<file path="src/rtl/pheap_level_ctrl_pkg.sv">
// Shared types for the pipelined max-heap: heap depth, opcodes, level status,
// node entry layout and the per-level subtree capacity helper.
package pheapTypes;

   localparam int LEVELS = 4;

   typedef enum logic [1:0] {
      FREE = 2'd0,
      ENQ  = 2'd1,
      DEQ  = 2'd2
   } opcode_t;

   typedef enum logic [1:0] {
      DONE       = 2'd0,
      BUSY       = 2'd1,
      NEXT_LEVEL = 2'd2
   } done_t;

   typedef enum logic [1:0] {
      S_IDLE = 2'd0,
      S_READ = 2'd1,
      S_EVAL = 2'd2,
      S_NEXT = 2'd3
   } state_t;

   // count = occupied nodes in the subtree rooted at this node, self included
   typedef struct packed {
      logic              active;
      logic [LEVELS-1:0] count;
      logic [31:0]       prio;
   } entry_t;

   // Nodes a subtree rooted at level k can hold; zero below the last level.
   function automatic logic [LEVELS-1:0] capacity(input int k);
      if (k > LEVELS) return '0;
      return LEVELS'((1 << (LEVELS - k + 1)) - 1);
   endfunction

endpackage

</file>
<file path="src/rtl/pheap_level_ctrl_if.sv">
// Handshake and memory-port bundle between one heap level controller and its
// surroundings (op pipeline, own node memory, child memory read port).
interface pheap_level_ctrl_if #(parameter int LEVEL = 2) ();
   import pheapTypes::*;

   localparam int PW = (LEVEL > 1) ? LEVEL - 1 : 1;

   logic             start;
   logic             shift;
   logic [PW-1:0]    pos_in;
   logic [31:0]      in;
   opcode_t          op;
   entry_t           rTop;
   entry_t           rBotL;
   entry_t           rBotR;
   logic             wenTop;
   logic             active;
   logic [PW-1:0]    raddrTop;
   logic [PW-1:0]    wraddrTop;
   logic [LEVEL-1:0] raddrBot;
   entry_t           wData;
   logic [LEVEL-1:0] endPos;
   logic [31:0]      out;
   done_t            done;

   modport master (
      output start, shift, pos_in, in, op, rTop, rBotL, rBotR,
      input  wenTop, active, raddrTop, wraddrTop, raddrBot, wData, endPos, out, done
   );

   modport slave (
      input  start, shift, pos_in, in, op, rTop, rBotL, rBotR,
      output wenTop, active, raddrTop, wraddrTop, raddrBot, wData, endPos, out, done
   );

endinterface

</file>
<file path="src/rtl/pheap_level_ctrl_pos_reg.sv">
// Start-position register: holds the node index chosen by the parent level.
module level_pos_reg #(
   parameter int W = 1
) (
   input  logic         clk,
   input  logic         rst,
   input  logic         shift_i,
   input  logic [W-1:0] d_i,
   output logic [W-1:0] q_o
);

   logic [W-1:0] pos_q;

   // Capture the parent's endPos whenever it hands the operation down.
   always_ff @(posedge clk or posedge rst) begin
      if (rst)          pos_q <= '0;
      else if (shift_i) pos_q <= d_i;
   end

   assign q_o = pos_q;

endmodule

</file>
<file path="src/rtl/pheap_level_ctrl.sv">
// One level of the pipelined max-heap: reads its node and the two children,
// applies one ENQ/DEQ step, writes the node back and hands the op downward.
// Level 1 keeps the root in a register instead of the node memory.
module pheap_level_ctrl
   import pheapTypes::*;
#(
   parameter int LEVEL = 2
) (
   input  logic                    clk,
   input  logic                    rst,
   pheap_level_ctrl_if.slave       bus
);

   localparam int                PW   = (LEVEL > 1) ? LEVEL - 1 : 1;
   localparam logic [LEVELS-1:0] CAP  = capacity(LEVEL);
   localparam logic [LEVELS-1:0] CCAP = capacity(LEVEL + 1);

   state_t           state_q;
   done_t            done_q;
   logic             active_q;
   logic [PW-1:0]    raddrTop_q, wraddrTop_q;
   logic [LEVEL-1:0] raddrBot_q, endPos_q;
   logic [31:0]      out_q, in_q;
   opcode_t          op_q;
   entry_t           root_q;

   logic [PW-1:0]    pos_q, pos_nxt, naddr;
   logic [LEVEL-1:0] child_base;

   level_pos_reg #(.W(PW)) u_pos (
      .clk     (clk),
      .rst     (rst),
      .shift_i (bus.shift),
      .d_i     (bus.pos_in),
      .q_o     (pos_q)
   );

   // pos_in arrives on the same edge as start, so bypass the register then
   assign pos_nxt = bus.shift ? bus.pos_in : pos_q;
   assign naddr   = (LEVEL == 1) ? '0 : pos_nxt;

   if (LEVEL == 1) begin : g_root_base
      assign child_base = '0;
   end else begin : g_node_base
      assign child_base = {pos_nxt, 1'b0};
   end

   entry_t      node, lc, rc, child, wdat_d;
   logic        wen_d, sel_d, go_next, pick_r;
   logic [31:0] out_d;

   // EVAL decision: node and child data from the synchronous read are valid now.
   always_comb begin
      node    = (LEVEL == 1) ? root_q : bus.rTop;
      lc      = bus.rBotL;
      rc      = bus.rBotR;
      wen_d   = 1'b0;
      wdat_d  = '0;
      out_d   = out_q;
      sel_d   = 1'b0;
      go_next = 1'b0;
      pick_r  = 1'b0;
      child   = lc;
      case (op_q)
         ENQ: begin
            if (!node.active) begin
               wen_d  = 1'b1;
               wdat_d = '{active: 1'b1, count: LEVELS'(1), prio: in_q};
               out_d  = '0;
            end else if (node.count == CAP) begin
               out_d  = '0;   // subtree full: drop the value
            end else begin
               wen_d        = 1'b1;
               wdat_d.active = 1'b1;
               wdat_d.count  = node.count + LEVELS'(1);
               // ties keep the stored value and push the newcomer down
               if (in_q > node.prio) begin
                  wdat_d.prio = in_q;
                  out_d       = node.prio;
               end else begin
                  wdat_d.prio = node.prio;
                  out_d       = in_q;
               end
               sel_d   = !(lc.count < CCAP);
               go_next = 1'b1;
            end
         end
         DEQ: begin
            if (!node.active) begin
               out_d = '0;
            end else begin
               out_d = node.prio;
               wen_d = 1'b1;
               if (!lc.active && !rc.active) begin
                  wdat_d = '0;
               end else begin
                  // larger active child moves up; equal priorities favour left
                  pick_r = !lc.active || (rc.active && (rc.prio > lc.prio));
                  child  = pick_r ? rc : lc;
                  wdat_d = '{active: 1'b1, count: node.count - LEVELS'(1), prio: child.prio};
                  sel_d   = pick_r;
                  go_next = 1'b1;
               end
            end
         end
         default: ;
      endcase
   end

   // Operation sequencer: IDLE -> READ -> EVAL -> (NEXT_LEVEL) -> IDLE.
   always_ff @(posedge clk or posedge rst) begin
      if (rst) begin
         state_q     <= S_IDLE;
         done_q      <= DONE;
         active_q    <= 1'b0;
         raddrTop_q  <= '0;
         wraddrTop_q <= '0;
         raddrBot_q  <= '0;
         endPos_q    <= '0;
         out_q       <= '0;
         in_q        <= '0;
         op_q        <= FREE;
         root_q      <= '0;
      end else begin
         case (state_q)
            S_IDLE: begin
               if (bus.start && bus.op != FREE) begin
                  state_q     <= S_READ;
                  done_q      <= BUSY;
                  active_q    <= 1'b1;
                  op_q        <= bus.op;
                  in_q        <= bus.in;
                  raddrTop_q  <= naddr;
                  wraddrTop_q <= naddr;
                  raddrBot_q  <= child_base;
               end
            end
            S_READ: begin
               state_q  <= S_EVAL;
               active_q <= 1'b0;
            end
            S_EVAL: begin
               out_q <= out_d;
               if (LEVEL == 1 && wen_d) root_q <= wdat_d;
               if (go_next) begin
                  endPos_q <= raddrBot_q | LEVEL'(sel_d);
                  state_q  <= S_NEXT;
                  done_q   <= NEXT_LEVEL;
               end else begin
                  state_q  <= S_IDLE;
                  done_q   <= DONE;
               end
            end
            default: begin
               state_q <= S_IDLE;
               done_q  <= DONE;
            end
         endcase
      end
   end

   assign bus.wenTop    = (LEVEL > 1) && (state_q == S_EVAL) && wen_d;
   assign bus.wData     = ((LEVEL > 1) && (state_q == S_EVAL)) ? wdat_d : '0;
   assign bus.active    = active_q;
   assign bus.raddrTop  = raddrTop_q;
   assign bus.wraddrTop = wraddrTop_q;
   assign bus.raddrBot  = raddrBot_q;
   assign bus.endPos    = endPos_q;
   assign bus.out       = out_q;
   assign bus.done      = done_q;

endmodule

</file>
<file path="src/flat_wrapper.sv">
// flat-port wrapper written by rule: the top's interface ports become plain ports
module pheap_level_ctrl_flat import pheapTypes::*;
#(
   parameter int LEVEL = 2
)
  (clk, rst, bus_start, bus_shift, bus_pos_in, bus_in, bus_op, bus_rTop, bus_rBotL, bus_rBotR, bus_wenTop, bus_active, bus_raddrTop, bus_wraddrTop, bus_raddrBot, bus_wData, bus_endPos, bus_out, bus_done);
  pheap_level_ctrl_if #(.LEVEL(LEVEL)) bus_i ();
  input  logic clk;
  input  logic rst;
  input wire logic [$bits(bus_i.start)-1:0] bus_start;
  input wire logic [$bits(bus_i.shift)-1:0] bus_shift;
  input wire logic [$bits(bus_i.pos_in)-1:0] bus_pos_in;
  input wire logic [$bits(bus_i.in)-1:0] bus_in;
  input wire logic [$bits(bus_i.op)-1:0] bus_op;
  input wire logic [$bits(bus_i.rTop)-1:0] bus_rTop;
  input wire logic [$bits(bus_i.rBotL)-1:0] bus_rBotL;
  input wire logic [$bits(bus_i.rBotR)-1:0] bus_rBotR;
  output wire logic [$bits(bus_i.wenTop)-1:0] bus_wenTop;
  output wire logic [$bits(bus_i.active)-1:0] bus_active;
  output wire logic [$bits(bus_i.raddrTop)-1:0] bus_raddrTop;
  output wire logic [$bits(bus_i.wraddrTop)-1:0] bus_wraddrTop;
  output wire logic [$bits(bus_i.raddrBot)-1:0] bus_raddrBot;
  output wire logic [$bits(bus_i.wData)-1:0] bus_wData;
  output wire logic [$bits(bus_i.endPos)-1:0] bus_endPos;
  output wire logic [$bits(bus_i.out)-1:0] bus_out;
  output wire logic [$bits(bus_i.done)-1:0] bus_done;
  assign bus_i.start = bus_start;
  assign bus_i.shift = bus_shift;
  assign bus_i.pos_in = bus_pos_in;
  assign bus_i.in = bus_in;
  assign bus_i.op = bus_op;
  assign bus_i.rTop = bus_rTop;
  assign bus_i.rBotL = bus_rBotL;
  assign bus_i.rBotR = bus_rBotR;
  assign bus_wenTop = bus_i.wenTop;
  assign bus_active = bus_i.active;
  assign bus_raddrTop = bus_i.raddrTop;
  assign bus_wraddrTop = bus_i.wraddrTop;
  assign bus_raddrBot = bus_i.raddrBot;
  assign bus_wData = bus_i.wData;
  assign bus_endPos = bus_i.endPos;
  assign bus_out = bus_i.out;
  assign bus_done = bus_i.done;
  pheap_level_ctrl #(.LEVEL(LEVEL)) u_core (.clk(clk), .rst(rst), .bus(bus_i));
endmodule
</file>
<file path="config.mk">
export PLATFORM = sky130hd
export DESIGN_NAME = pheap_level_ctrl_flat
export DESIGN_NICKNAME = d
export VERILOG_FILES = /design/src/rtl/pheap_level_ctrl_pkg.sv /design/src/rtl/pheap_level_ctrl_if.sv /design/src/rtl/pheap_level_ctrl_pos_reg.sv /design/src/rtl/pheap_level_ctrl.sv /design/src/flat_wrapper.sv
export SDC_FILE = /design/constraint.sdc
export NUM_CORES = 1
export LEC_CHECK = 0
export BUFFER_PORTS_ARGS = -buffer_cell sky130_fd_sc_hd__buf_4
export CAP_MARGIN = 25
export CORE_MARGIN = 2
export CORE_UTILIZATION = 56
export CTS_BUF_LIST = sky130_fd_sc_hd__clkbuf_8
export DETAILED_ROUTE_END_ITERATION = 10
export PLACE_DENSITY = 0.92
export SLEW_MARGIN = 20
export SYNTH_ARGS = -nofsm -noshare
export SYNTH_HDL_FRONTEND = slang
export SYNTH_HIERARCHICAL = 1
export SYNTH_SLANG_ARGS = --single-unit
</file>
<file path="constraint.sdc">
create_clock -name clk -period 8 [get_ports clk]
set_clock_uncertainty 0.1 [all_clocks]
set_input_delay 2.4 -clock clk [delete_from_list [all_inputs] [get_ports clk]]
set_output_delay 2.4 -clock clk [all_outputs]
set_load 0.005 [all_outputs]
</file>
==> summary.txt <==
Synth
  • Yosys warns: 6
  • #FFs+latches synth: 75
  • Synthesized area: roughly 6200 µm²
  • Async S/R FF share, synth: 100%
  • Post-synth EDFFs: 0
  • Syn_area_per_cell: between 8 and 9 µm²
  • Mapped Cells: 685
  • Seq/Total Area, Yosys: 30.5%
  • Ys flop type: dfrtp_1
  • Top cells by area, synth: dfrtp_1 (30%), ha_1 (14%), mux2i_1 (11%)
  • Unique masters post-synth: 52
  • Synth top area share: 30.5%
  • Net Count, Synth: approximately 900
  • Post-synth top area cell: dfrtp_1

Clock tree
  • Clock sink count: 75
  • Worst-Skew Late Latency: 340 ps
  • Resized Gates After CTS: 0
  • CTS H-tree lvls: 3
  • Clk slew on worst S/H paths: 80 ps
  • Hold Buf Count CTS: 0
  • # Post-CTS Setup Buffers: 0
  • Num CTS Buffers: 9
  • Root buffer cell: clkbuf_8
  • Clock tree buffer depth: 2
  • CTS tree: done

Power and ir drop
  • Switching portion of total power: 39.6%
  • Logic pwr share: 52.1%
  • Leakage: roughly 4.2 nW
  • P_sw: 0.000952 W
  • Sequential share of power: 31.1%
  • Power Density: 293 nW/µm²
  • Clk pwr share: 16.8%
  • IR drop worst, VDD: 0.000224 V
  • Int Power: around 0.0015 W

Floorplan
  • Starting Density: 57.1%
  • Die Footprint: 11900 µm²
  • Core ar.: 10800 µm²
  • Die extent in x: 109 µm
  • Ports: 229
  • Row count: 38
  • Die H: 109 µm

Global route
  • Vias in the first global route: 6422
  • Largest net degree at the start of global routing: 75
  • GRT Overall Usage: 34.2%
  • Total grt overflow: 0
  • First-pass GRT wire length: 31.3 mm
  • Initial antenna violation count: 0

Detailed routing
  • Vias: 6434
  • Total Wirelength: 20.6 mm
  • Vias/cell: ~6.2
  • Drt wl/cell: 19.8 µm
  • Drt pass-1 iters: 5
  • Starting DRT DRC Count: about 430
  • Post-route ant nets: 0
  • # DRC: 0

Critical path
  • Crit Path Max Fanout: 9
  • Worst EP required: approximately 5500 ps
  • RR Startpoint: u_core/op_q[0]
  • Critical path capture point type: primary output
  • Reg2Reg Depth: 8
  • Worst Path Arrival: about 5100 ps
  • Worst setup path class: in -> out
  • Startpoint class of the critical path: input port
  • R2r setup slk: 4700 ps
  • Worst r2r dst: u_core/bus.out[6]

Run
  • Max Cap Viol: 0

Final layout
  • # diodes: 0
  • Area of the multi-input gates: around 3800 µm²
  • Design area: 8200 µm²
  • Layout cells sized above 1: 33.3%
  • Most frequent cells in the layout: buf_4 (239), dfrtp_1 (75), inv_1 (71), ha_1 (68), mux2i_1 (65)
  • Commonest non-fill, non-tap cell in the layout: buf_4
  • Sequential Area: 1880 µm²
  • FILL cells: 790
  • Nets@finish: 1111
  • Layout area overhead: 33.1%

Timing
  • Final Setup Violations: 0
  • Worst hold slack: 411 ps
  • Slew margin rel.: about half
  • Max-slew violations: 0
  • Final Hold Vio Count: 0
  • Setup tns final: 0 ps
  • RSZ-0062 raised after global routing: false
  • Max Freq: 131 MHz
  • Fin crit period: 7610 ps
  • Worst-Margin Slew: approximately 740 ps
  • Final Cycle Share: 95.2%

Place
  • Placed cell area: 7900 µm²
  • I/O Buffers: between 200 and 250
  • RePlAce Congestion: 0.885
  • Post-DP HPWL: between 15 and 20 mm

Run status
  • Status: finished, final reports clean

Hold path
  • HP Start: u_core/bus.active
  • Hold Crit Class: reg -> reg
  • Cell depth of the worst hold path: 1
  • End point of the worst hold path: u_core/bus.active
-- per-stage QoR --
stage                     instances  util [%]  worst slack, ps  power (W)
after floorplan                 685         -             1090    0.00148
after global placement         1021      73.2              508    0.00191
after detailed placement       1021      73.2              422    0.00196
after CTS                      1037      75.8              422    0.00238
after global routing           1038      76.0              274    0.00255
final                          1038      76.0              386    0.00240
-- logic make-up after synthesis --
family                     count (synthesis)  share of synthesized area [%]
AOI/OAI and AO/OA                        206                           21.0
adders and majority gates                 68                           13.8
buffers and inverters                    114                           8.23
DFF                                       75                           30.5
muxes                                     98                           16.7
other                                      1                         0.0609
and+or+nand+nor                          123                           9.77
-- worst max-delay path, cell delays in order --
cell and delay (ps):
buf_4 90, inv_1 30, ha_1 310, nand4_1 190
or4_4 590, o21ai_2 200, a311oi_1 110, nor3b_4 260
buf_4 250, mux2i_1 340, o221ai_1 170, buf_4 170
-- flip-flops by register name, summed over array words and instances, names as in the netlist --
signal               flops
u_core/bus.active        1
u_core/bus.done          2
u_core/bus.endPos        2
u_core/bus.out          32
u_core/bus.raddrBot      1
u_core/in_q             32
u_core/op_q              2
u_core/state_q           2
u_core/u_pos/q_o         1
-- layer usage --
layer	global-route usage, %	part of all wire [%]	vias up
met1	43.5	39	3050
li1	-	-	2931
met3	6.87	9.8	57
met5	0	0	-
met2	56.9	48	396
met4	13.6	3.3	0
-- worst max path at each step --
| stage | startpoint | endpoint | slack, ps | depth (start not counted) |
|---|---|---|---|---|
| floorplan | bus_rBotL[31] | bus_wData[10] | 1090 | 11 |
| detailed placement | bus_rBotL[30] | bus_wData[1] | 420 | 12 |
| global route | bus_rBotL[30] | bus_wData[1] | 270 | 12 |
| CTS | bus_rBotL[27] | bus_wData[1] | 420 | 12 |
| global placement | bus_rBotL[25] | bus_wData[1] | 510 | 12 |
| finish | bus_rBotL[27] | bus_wData[30] | 390 | 12 |
-- power by group through the flow --
| stage | clock network [W] | registers (W) | logic (W) |
|---|---|---|---|
| after global placement | 0 | 0.000736 | 0.00117 |
| after CTS | 0.000405 | 0.000741 | 0.00123 |
| final | 0.000403 | 0.000747 | 0.00125 |
| after global routing | 0.000424 | 0.000772 | 0.00136 |
| after detailed placement | 0 | 0.000747 | 0.00122 |
| after floorplan | 0 | 0.000707 | 0.000771 |
-- cell usage after synthesis (all sizes together), types with 2 or more instances --
library cell / n
nor3: 3
nor4: 3
o211ai: 4
mux2i: 65
clkbuf: 33
a31oi: 3
nand2b: 6
inv: 71
o21ai: 51
a21oi: 64
or4: 2
a311oi: 2
nor2b: 3
nand4: 14
o21a: 3
dfrtp: 75
nor2: 53
a22oi: 2
nand2: 25
o22ai: 32
o221ai: 33
ha: 68
mux2: 33
and2: 3
nand3: 8
buf: 10
-- area by class of cell --
cell class	instances	share of cell area [%]
clock inverters	5	1.51
repair buffers	240	22.1
flip-flops and latches	75	22.9
multi-input cells	496	46.2
well taps	140	2.14
inverters	71	3.25
clock buffers	11	1.85
No activity file was read; power rests on OpenSTA's default activity.
